`src/rtl/mc_ctrl.sv`:
```
// Multi-cycle sequencer for the MIPS datapath: steps each instruction through
// FETCH/DECODE/EXEC/MEM/WB, drives the datapath controls and counts retirements.
module mc_ctrl #(
    parameter int CNT_W  = 32,
    parameter int MEM_TO = 15
) (
    input  logic             clk,
    input  logic             reset,
    input  logic [5:0]       op,
    input  logic [5:0]       funct,
    input  logic             zero,
    input  logic             bgez,
    input  logic             mem_ack,
    output logic [2:0]       state,
    output logic             pc_we,
    output logic [1:0]       npc_sel,
    output logic             ir_we,
    output logic [1:0]       alu_op,
    output logic             alu_src,
    output logic             ext_type,
    output logic [1:0]       rd_sel,
    output logic [1:0]       grf_sel,
    output logic             reg_we,
    output logic             mem_req,
    output logic             mem_we,
    output logic             illegal,
    output logic             bus_err,
    output logic [CNT_W-1:0] instr_cnt
);

    typedef enum logic [2:0] {
        S_FETCH  = 3'd0,
        S_DECODE = 3'd1,
        S_EXEC   = 3'd2,
        S_MEM    = 3'd3,
        S_WB     = 3'd4
    } state_e;

    typedef enum logic [3:0] {
        I_NOP   = 4'd0,
        I_ADDU  = 4'd1,
        I_SUBU  = 4'd2,
        I_SLT   = 4'd3,
        I_JR    = 4'd4,
        I_ORI   = 4'd5,
        I_LUI   = 4'd6,
        I_SLTIU = 4'd7,
        I_LW    = 4'd8,
        I_SW    = 4'd9,
        I_BEQ   = 4'd10,
        I_BGEZ  = 4'd11,
        I_JAL   = 4'd12,
        I_ILL   = 4'd13
    } instr_e;

    localparam logic [5:0] OP_RTYPE = 6'h00;
    localparam logic [5:0] OP_BGEZ  = 6'h01;
    localparam logic [5:0] OP_JAL   = 6'h03;
    localparam logic [5:0] OP_BEQ   = 6'h04;
    localparam logic [5:0] OP_SLTIU = 6'h0B;
    localparam logic [5:0] OP_ORI   = 6'h0D;
    localparam logic [5:0] OP_LUI   = 6'h0F;
    localparam logic [5:0] OP_LW    = 6'h23;
    localparam logic [5:0] OP_SW    = 6'h2B;
    localparam logic [5:0] FN_NOP   = 6'h00;
    localparam logic [5:0] FN_JR    = 6'h08;
    localparam logic [5:0] FN_ADDU  = 6'h21;
    localparam logic [5:0] FN_SUBU  = 6'h23;
    localparam logic [5:0] FN_SLT   = 6'h2A;

    // Timeout fires on the MEM cycle whose non-ack edge would bring the counter to MEM_TO.
    localparam logic [7:0] TO_LAST = 8'(MEM_TO - 1);

    state_e           state_r;
    state_e           next_s;
    instr_e           instr_s;
    logic [7:0]       wait_cnt_r;
    logic [CNT_W-1:0] instr_cnt_r;

    logic       pc_we_s, ir_we_s, reg_we_s, mem_req_s, mem_we_s;
    logic       illegal_s, bus_err_s, retire_s, wait_clr_s, wait_inc_s;
    logic [1:0] npc_sel_s, alu_op_s, rd_sel_s, grf_sel_s;
    logic       alu_src_s, ext_type_s;
    logic [1:0] alu_op_d_s;
    logic       alu_src_d_s, ext_d_s;

    // Instruction class from the IR opcode/funct fields
    always_comb begin
        instr_s = I_ILL;
        case (op)
            OP_RTYPE: begin
                case (funct)
                    FN_NOP:  instr_s = I_NOP;
                    FN_JR:   instr_s = I_JR;
                    FN_ADDU: instr_s = I_ADDU;
                    FN_SUBU: instr_s = I_SUBU;
                    FN_SLT:  instr_s = I_SLT;
                    default: instr_s = I_ILL;
                endcase
            end
            OP_BGEZ:  instr_s = I_BGEZ;
            OP_JAL:   instr_s = I_JAL;
            OP_BEQ:   instr_s = I_BEQ;
            OP_SLTIU: instr_s = I_SLTIU;
            OP_ORI:   instr_s = I_ORI;
            OP_LUI:   instr_s = I_LUI;
            OP_LW:    instr_s = I_LW;
            OP_SW:    instr_s = I_SW;
            default:  instr_s = I_ILL;
        endcase
    end

    // ALU operation, operand source and immediate extension per instruction
    always_comb begin
        alu_op_d_s  = 2'd0;
        alu_src_d_s = 1'b0;
        ext_d_s     = 1'b0;
        case (instr_s)
            I_SUBU:  alu_op_d_s = 2'd1;
            I_SLT:   alu_op_d_s = 2'd3;
            I_ORI: begin
                alu_op_d_s  = 2'd2;
                alu_src_d_s = 1'b1;
            end
            I_SLTIU: begin
                alu_op_d_s  = 2'd3;
                alu_src_d_s = 1'b1;
                ext_d_s     = 1'b1;
            end
            I_LW, I_SW: begin
                alu_src_d_s = 1'b1;
                ext_d_s     = 1'b1;
            end
            I_BEQ, I_BGEZ: begin
                alu_op_d_s = 2'd1;
                ext_d_s    = 1'b1;
            end
            default: alu_op_d_s = 2'd0;
        endcase
    end

    // Next-state and per-state control decode
    always_comb begin
        next_s     = state_r;
        pc_we_s    = 1'b0;
        npc_sel_s  = 2'd0;
        ir_we_s    = 1'b0;
        alu_op_s   = 2'd0;
        alu_src_s  = 1'b0;
        ext_type_s = 1'b0;
        rd_sel_s   = 2'd0;
        grf_sel_s  = 2'd0;
        reg_we_s   = 1'b0;
        mem_req_s  = 1'b0;
        mem_we_s   = 1'b0;
        illegal_s  = 1'b0;
        bus_err_s  = 1'b0;
        retire_s   = 1'b0;
        wait_clr_s = 1'b0;
        wait_inc_s = 1'b0;
        case (state_r)
            S_FETCH: begin
                ir_we_s = 1'b1;
                pc_we_s = 1'b1;
                next_s  = S_DECODE;
            end
            S_DECODE: begin
                case (instr_s)
                    I_NOP: begin
                        retire_s = 1'b1;
                        next_s   = S_FETCH;
                    end
                    I_JAL: next_s = S_WB;
                    I_ILL: begin
                        illegal_s = 1'b1;
                        next_s    = S_FETCH;
                    end
                    default: next_s = S_EXEC;
                endcase
            end
            S_EXEC: begin
                alu_op_s   = alu_op_d_s;
                alu_src_s  = alu_src_d_s;
                ext_type_s = ext_d_s;
                case (instr_s)
                    I_BEQ: begin
                        pc_we_s   = zero;
                        npc_sel_s = 2'd1;
                        retire_s  = 1'b1;
                        next_s    = S_FETCH;
                    end
                    I_BGEZ: begin
                        pc_we_s   = bgez;
                        npc_sel_s = 2'd1;
                        retire_s  = 1'b1;
                        next_s    = S_FETCH;
                    end
                    I_JR: begin
                        pc_we_s   = 1'b1;
                        npc_sel_s = 2'd3;
                        retire_s  = 1'b1;
                        next_s    = S_FETCH;
                    end
                    I_LW, I_SW: begin
                        wait_clr_s = 1'b1;
                        next_s     = S_MEM;
                    end
                    default: next_s = S_WB;
                endcase
            end
            S_MEM: begin
                // Address operands stay selected while the memory transfer is pending.
                alu_op_s   = alu_op_d_s;
                alu_src_s  = alu_src_d_s;
                ext_type_s = ext_d_s;
                mem_req_s  = 1'b1;
                mem_we_s   = (instr_s == I_SW);
                if (mem_ack) begin
                    if (instr_s == I_SW) begin
                        retire_s = 1'b1;
                        next_s   = S_FETCH;
                    end else begin
                        next_s = S_WB;
                    end
                end else if (wait_cnt_r == TO_LAST) begin
                    bus_err_s = 1'b1;
                    next_s    = S_FETCH;
                end else begin
                    wait_inc_s = 1'b1;
                end
            end
            S_WB: begin
                reg_we_s = 1'b1;
                retire_s = 1'b1;
                next_s   = S_FETCH;
                case (instr_s)
                    I_ORI, I_SLTIU: rd_sel_s = 2'd1;
                    I_LUI: begin
                        rd_sel_s  = 2'd1;
                        grf_sel_s = 2'd1;
                    end
                    I_LW: begin
                        rd_sel_s  = 2'd1;
                        grf_sel_s = 2'd2;
                    end
                    I_JAL: begin
                        rd_sel_s  = 2'd2;
                        grf_sel_s = 2'd3;
                        pc_we_s   = 1'b1;
                        npc_sel_s = 2'd2;
                    end
                    default: rd_sel_s = 2'd0;
                endcase
            end
            default: next_s = S_FETCH;
        endcase
    end

    // State register, MEM wait counter and retired-instruction counter
    always_ff @(posedge clk or posedge reset) begin
        if (reset) begin
            state_r     <= S_FETCH;
            wait_cnt_r  <= 8'd0;
            instr_cnt_r <= {CNT_W{1'b0}};
        end else begin
            state_r <= next_s;
            if (wait_clr_s) begin
                wait_cnt_r <= 8'd0;
            end else if (wait_inc_s) begin
                wait_cnt_r <= wait_cnt_r + 8'd1;
            end else begin
                wait_cnt_r <= wait_cnt_r;
            end
            if (retire_s) begin
                instr_cnt_r <= instr_cnt_r + CNT_W'(1);
            end else begin
                instr_cnt_r <= instr_cnt_r;
            end
        end
    end

    // Enables are forced low for the whole time reset is held, even though FETCH decodes them high.
    assign state     = state_r;
    assign pc_we     = pc_we_s   & ~reset;
    assign ir_we     = ir_we_s   & ~reset;
    assign reg_we    = reg_we_s  & ~reset;
    assign mem_req   = mem_req_s & ~reset;
    assign mem_we    = mem_we_s  & ~reset;
    assign illegal   = illegal_s & ~reset;
    assign bus_err   = bus_err_s & ~reset;
    assign npc_sel   = npc_sel_s;
    assign alu_op    = alu_op_s;
    assign alu_src   = alu_src_s;
    assign ext_type  = ext_type_s;
    assign rd_sel    = rd_sel_s;
    assign grf_sel   = grf_sel_s;
    assign instr_cnt = instr_cnt_r;

endmodule

```
`config.mk`:
```
export PLATFORM = sky130hd
export DESIGN_NAME = mc_ctrl
export DESIGN_NICKNAME = d
export VERILOG_FILES = /design/src/rtl/mc_ctrl.sv
export SDC_FILE = /design/constraint.sdc
export NUM_CORES = 1
export LEC_CHECK = 0
export CAP_MARGIN = 20
export CELL_PAD_IN_SITES_DETAIL_PLACEMENT = 2
export CELL_PAD_IN_SITES_GLOBAL_PLACEMENT = 2
export CORE_UTILIZATION = 30
export DETAILED_ROUTE_END_ITERATION = 6
export PLACE_DENSITY = 0.83
export SETUP_SLACK_MARGIN = 0.05
export SKIP_LAST_GASP = 1
export SLEW_MARGIN = 0
export SYNTH_ARGS = -nofsm -noshare
export SYNTH_HDL_FRONTEND = slang
export SYNTH_SLANG_ARGS = --single-unit
```
`constraint.sdc`:
```
create_clock -name clk -period 3.1 [get_ports clk]
set_input_delay 0.775 -clock clk [delete_from_list [all_inputs] [get_ports clk]]
set_output_delay 0.775 -clock clk [all_outputs]
set_load 0.01 [all_outputs]
```
==> results of run 1 <==
## sequential cells by signal, summed over array words and instances (netlist names)
name,flops
wait_cnt_r,8
instr_cnt,32
state,3
## per-stage QoR
| step | TNS, ns | hold slack, ns | util | instance area, sq um |
|---|---|---|---|---|
| after CTS | 0 | 0.503 | 0.480 | 4230 |
| after global placement | -24.82 | 0.460 | 0.436 | 3840 |
| after detailed placement | -28.75 | 0.491 | 0.436 | 3840 |
| after floorplan | 0 | 0.505 | - | 2770 |
| final | -0.783 | 0.515 | 0.508 | 4470 |
| after global routing | -1.43 | 0.541 | 0.508 | 4470 |
## what timing repair did
item / in CTS / in global routing
hold buffers: 0 / 0
endpoints found under the hold margin: 0 / 0
buffers inserted: 19 / 6
pin swaps: 26 / 27
resized for setup: 144 / 60
setup endpoints to repair: 44 / 35
## placed cells by master, fill, tap and decap left out, types with 6 or more instances in the layout
cell	instances
clkdlybuf4s50_1	43
nand3_1	19
inv_1	6
nor2_2	7
nor2_1	19
dfrtp_1	42
xnor2_1	29
and4_1	6
nand4_1	15
and3_1	17
buf_2	9
xor2_1	6
buf_6	20
buf_4	52
nand2_1	14
## worst paths after layout
| kind | from | endpoint | cells after the start | slack (ns) |
|---|---|---|---|---|
| worst max-delay path | op[0] | ext_type | 9 | -0.14 |
| worst min-delay path | instr_cnt[8] | instr_cnt[8] | 1 | 0.51 |
| worst max register to register | instr_cnt[15] | instr_cnt[30] | 8 | 0.57 |
| worst min register to register | instr_cnt[8] | instr_cnt[8] | 1 | 0.51 |
| max in group asynchronous | reset | instr_cnt[27] | 3 | 1.59 |
| min in group asynchronous | reset | instr_cnt[16] | 3 | 1.10 |
## cells by family after synthesis
kind of cell,after synthesis,synth area share
compound gates,41,0.115
xor+xnor,39,0.123
fa+ha+maj,3,0.0136
buf+inv,23,0.0498
flops,43,0.389
mux,1,0.00407
simple gates,150,0.305
## routing by layer
layer  share of wire  wire length, um  GRT usage
met5               0                0          0
met4           0.043              649      0.114
met3           0.041              620     0.0415
met2            0.51             7700      0.518
met1            0.40             6000      0.336
## critical path, delay by kind of cell
| kind | cells | cell delay, ns |
|---|---|---|
| buffers and inverters | 4 | 0.49 |
| AND/OR/NAND/NOR | 2 | 0.18 |
| AO/OA/AOI/OAI | 3 | 1.01 |
## area by class of cell
class	count	area, sq um
repair buffers	138	1260
flip-flops and latches	43	1080
clock buffers	5	68.8
fillers	888	4330
inverters	7	26.3
multi-input cells	234	1860
clock inverters	3	43.8
well taps	108	135
## power by group
part | leakage [nW] | switching, mW | internal [mW]
sequential | 0.581 | 0.0994 | 0.615
clock | 0.0581 | 0.242 | 0.241
combinational | 1.32 | 0.301 | 0.261
==> results_dict.tcl, run 1 <==
set metrics [dict create \
    syn_nets 320 \
    crit_chain "buf_8 > buf_6 > buf_12 > a2111oi_4 > nor2_2 > a311o_1 > a2bb2oi_2 > nor2_2 > buf_2" \
    wire_per_inst_um 27.8 \
    path_class "input pin to output pin" \
    coreArea_sq_um 8810 \
    port_buffers 68 \
    place.gp.congestion 0.839 \
    peakVddDrop_mv 0.333 \
    ant_nets 0 \
    place_hpwl_um 7220 \
    core.rowCount 34 \
    slew_headroom 0.617 \
    hold_path.class "register to register" \
    powerDensity_nw_per_um2 393 \
    synth_ff_type "dfrtp_1" \
    cp_max_fo 3 \
    synth.area.top_cells "dfrtp_1 (39%), xnor2_1 (10%), and3_1 (4.1%)" \
    worstPathArrival_ns 2.47 \
    rsz0062_at_grt "true" \
    die_height_um 98.0 \
    crit_slowest_cell "a2111oi_4" \
    leakagePower_nw 1.96 \
    yosys_warnings 0 \
    post-route-min-period_ns 3.24 \
    antenna_found_initial 0 \
    cts_root_buffer "clkbuf_8" \
    route.detailed.drc 5 \
    async_reset_ff_frac 1.00 \
    dr.pass1.iters 6 \
    pin_count 69 \
    cts.sinks 43 \
    dp_cells 507 \
    drv_cap 0 \
    syn-mean-instance-area_sq_um 9.22 \
    synth_top_area_frac 0.389 \
    final_max_slew_viol_count 0 \
    cp.required_ns 2.32 \
    viasPerCell 5.72 \
    grt_pass1_wl_um 20700 \
    clock_latency_ns 0.33 \
    clockBufferDepth 2 \
    clkTransAtPathRegs_ns 0.10 \
    layout.cells.non_filler 538 \
    start_kind "input pin" \
    final_layout_size_suffix_gt1_frac 0.367 \
    nets 449 \
    failed_checks "DRC, setup timing" \
    cts_tree "yes" \
    worstSetupEndpointType "output pin" \
    dr_total_vias 3079 \
    cpMostUsedCell "nor2_2" \
    ys_types 51 \
    die_x_um 98.0 \
    htreeDepth 2 \
    fmax_mhz 308 \
    synth_edf_count 0 \
    grt_start_max_net_pins 44 \
    place_ws_ns -1.16 \
    synth_seq_area_share 0.389 \
    start_util 0.314 \
    worst_slew_pin_slew_ns 0.574 \
    dieArea_sq_um 9610 \
    layout_setup_ws_ns -0.144 \
    cts_made_buffers 5 \
    antenna_cells 0 \
    finalClockSkew_ns 0.0196 \
    hold_viol 0 \
    yosysMostFrequentCell "dfrtp_1" \
    synth_top_area_cell "dfrtp_1" \
    synthCells 300 \
    finalCritPeriodShare 1.05 \
    status "complete, but fails checks" \
    ys_seq_elements 43 \
    netlist_top_cells_count "dfrtp_1 (43), xnor2_1 (32), nor2_1 (29)" \
    wl_um 15000 \
    grt_pass1_vias 3446 \
    slowest_delay_ns 0.42 \
    finalSetupViolCount 12 \
    total_power_mw 1.76 \
    drt_iter0_markers 160 \
    areaGrowthSynthToFinish_pct 61.7 \
    grt.overflow.total 0 \
    synth_area_sq_um 2770 \
    grt_use_total 0.285 \
]
Note: power is estimated with default switching activity, not from simulation.
==> run 2, diff against run 1 <==
HOLD_SLACK_MARGIN = 0.03   (was not set)
REMOVE_ABC_BUFFERS = 1   (was not set)
==> results_dict.tcl, run 2 (synthesis gave the netlist of run 1 again) <==
set metrics [dict create \
    status "complete, but fails checks" \
    failed_checks "DRC, setup timing" \
    viasPerCell 5.61 \
    post-route-min-period_ns 3.33 \
    antenna_found_initial 0 \
    leakagePower_nw 1.93 \
    pwr-share-seq 0.412 \
    core.rowCount 34 \
    grt_pass1_wl_um 19400 \
    finalClockSkew_ns 0.0131 \
    total_power_mw 1.73 \
    grt_pass1_vias 3355 \
    power.internal_mw 1.13 \
    cts.sinks 43 \
    hold_path.class "register to register" \
    rsz0062_at_grt "true" \
    fmax_mhz 300 \
    layout_setup_ws_ns -0.233 \
    hold_viol 0 \
    multi_input_area_sq_um 1810 \
    antenna_cells 0 \
    route.detailed.drc 6 \
    grt.overflow.total 0 \
    die_height_um 98.0 \
    place.gp.congestion 0.888 \
    finalSetupViolCount 14 \
    slew_headroom 0.624 \
    switching_share 0.348 \
    drt_iter0_markers 151 \
    ant_nets 0 \
    worstPathArrival_ns 2.56 \
    dr_total_vias 3005 \
    drv_cap 0 \
    die_x_um 98.0 \
    clkTransAtPathRegs_ns 0.08 \
    dpl-instance-area_sq_um 3840 \
    clock_latency_ns 0.31 \
    postCtsHoldBufs 0 \
    worst_slew_pin_slew_ns 0.564 \
    final_common_cell "buf_4" \
    grt_use_total 0.257 \
    areaGrowthSynthToFinish_pct 59.1 \
    coreArea_sq_um 8810 \
    final_max_slew_viol_count 0 \
    largest_reg_flops 32 \
    start_util 0.314 \
    timing.hold.ws_ns 0.514 \
    port_buffers 68 \
    pin_count 69 \
    cts_tree "yes" \
    grt_start_max_net_pins 44 \
    final_layout_size_suffix_gt1_frac 0.339 \
    place_hpwl_um 7620 \
    regArea_sq_um 1080 \
    powerDensity_nw_per_um2 392 \
    p_clk_frac 0.263 \
    p_sw_mw 0.600 \
    htreeDepth 2 \
    pwr-share-comb 0.325 \
    wl_um 13500 \
    final_util 0.500 \
    dr.pass1.iters 6 \
    clockBufferDepth 2 \
    wire_per_inst_um 25.1 \
    worstSetupEndpointType "output pin" \
    n_fill_cell 928 \
    final_cell_mix "buf_4 (52), clkdlybuf4s50_1 (42), dfrtp_1 (42), xnor2_1 (31), nor2_1 (25)" \
    cts_root_buffer "clkbuf_8" \
    cts_made_buffers 5 \
    setup_tns_ns -1.24 \
    dieArea_sq_um 9610 \
    postLayoutCellArea_sq_um 4400 \
    cp_max_fo 6 \
    finalCritPeriodShare 1.08 \
    peakVddDrop_mv 0.376 \
    path_class "input pin to output pin" \
    cp.required_ns 2.32 \
    nets 447 \
    start_kind "input pin" \
]
## run 2: what timing repair did
| item | in CTS | in global routing |
|---|---|---|
| setup buffers | 13 | 7 |
| pin swaps | 29 | 24 |
| setup endpoints to repair | 45 | 33 |
| resized for setup | 143 | 36 |
| hold endpoints to repair | 0 | 0 |
| cloned | 0 | 1 |
## run 2: path summary, 6_finish.rpt
path                                     from       endpoint  slack, ns  cells after the start
worst max register to register       state[0]   instr_cnt[1]       0.70                      9
max in group asynchronous               reset       state[1]       1.89                      3
min in group asynchronous               reset  wait_cnt_r[0]       0.78                      3
worst min-delay path            instr_cnt[22]  instr_cnt[22]       0.51                      1
worst min register to register  instr_cnt[22]  instr_cnt[22]       0.51                      1
worst max-delay path                    op[3]      alu_op[0]      -0.23                     10
## run 2: metrics by stage
stage	worst slack, ns	std cells
2_1_floorplan	-0.0569	284
3_3_place_gp	-0.921	507
3_5_place_dp	-1.06	507
4_1_cts	-0.0631	528
5_1_grt	-0.270	536
6_report	-0.233	536
## run 2: area by class of cell
cell class / instances / share of cell area
Sequential cell: 43 / 0.245
Inverter: 7 / 0.00597
Multi-Input combinational cell: 234 / 0.412
Clock buffer: 5 / 0.0156
Timing Repair Buffer: 136 / 0.281
Clock inverter: 3 / 0.00995
Tap cell: 108 / 0.0307
## run 2: metal layers
| metal | up-vias | track usage | wire length [um] | share of wire |
|---|---|---|---|---|
| met2 | 118 | 0.457 | 6780 | 0.50 |
| met3 | 37 | 0.0387 | 736 | 0.055 |
| met5 | - | 0 | 0 | 0 |
| met1 | 1517 | 0.323 | 5510 | 0.41 |
| li1 | 1333 | - | - | - |
| met4 | 0 | 0.0699 | 429 | 0.032 |
## run 2: critical path: stages
cell and delay [ns]:
buf_12 0.11, buf_4 0.15, nor2_4 0.17, o21ai_0 0.14, a31oi_2 0.30, nand2_2 0.15
nor2_4 0.18, nand2_1 0.12, a211oi_2 0.26, buf_2 0.19
## run 2: power groups by stage
stage	sequential [mW]	clock [mW]	combinational (mW)
after floorplan	0.703	0	0.198
after global placement	0.703	0	0.431
after detailed placement	0.712	0	0.465
after CTS	0.703	0.464	0.501
after global routing	0.723	0.487	0.593
final	0.712	0.453	0.561
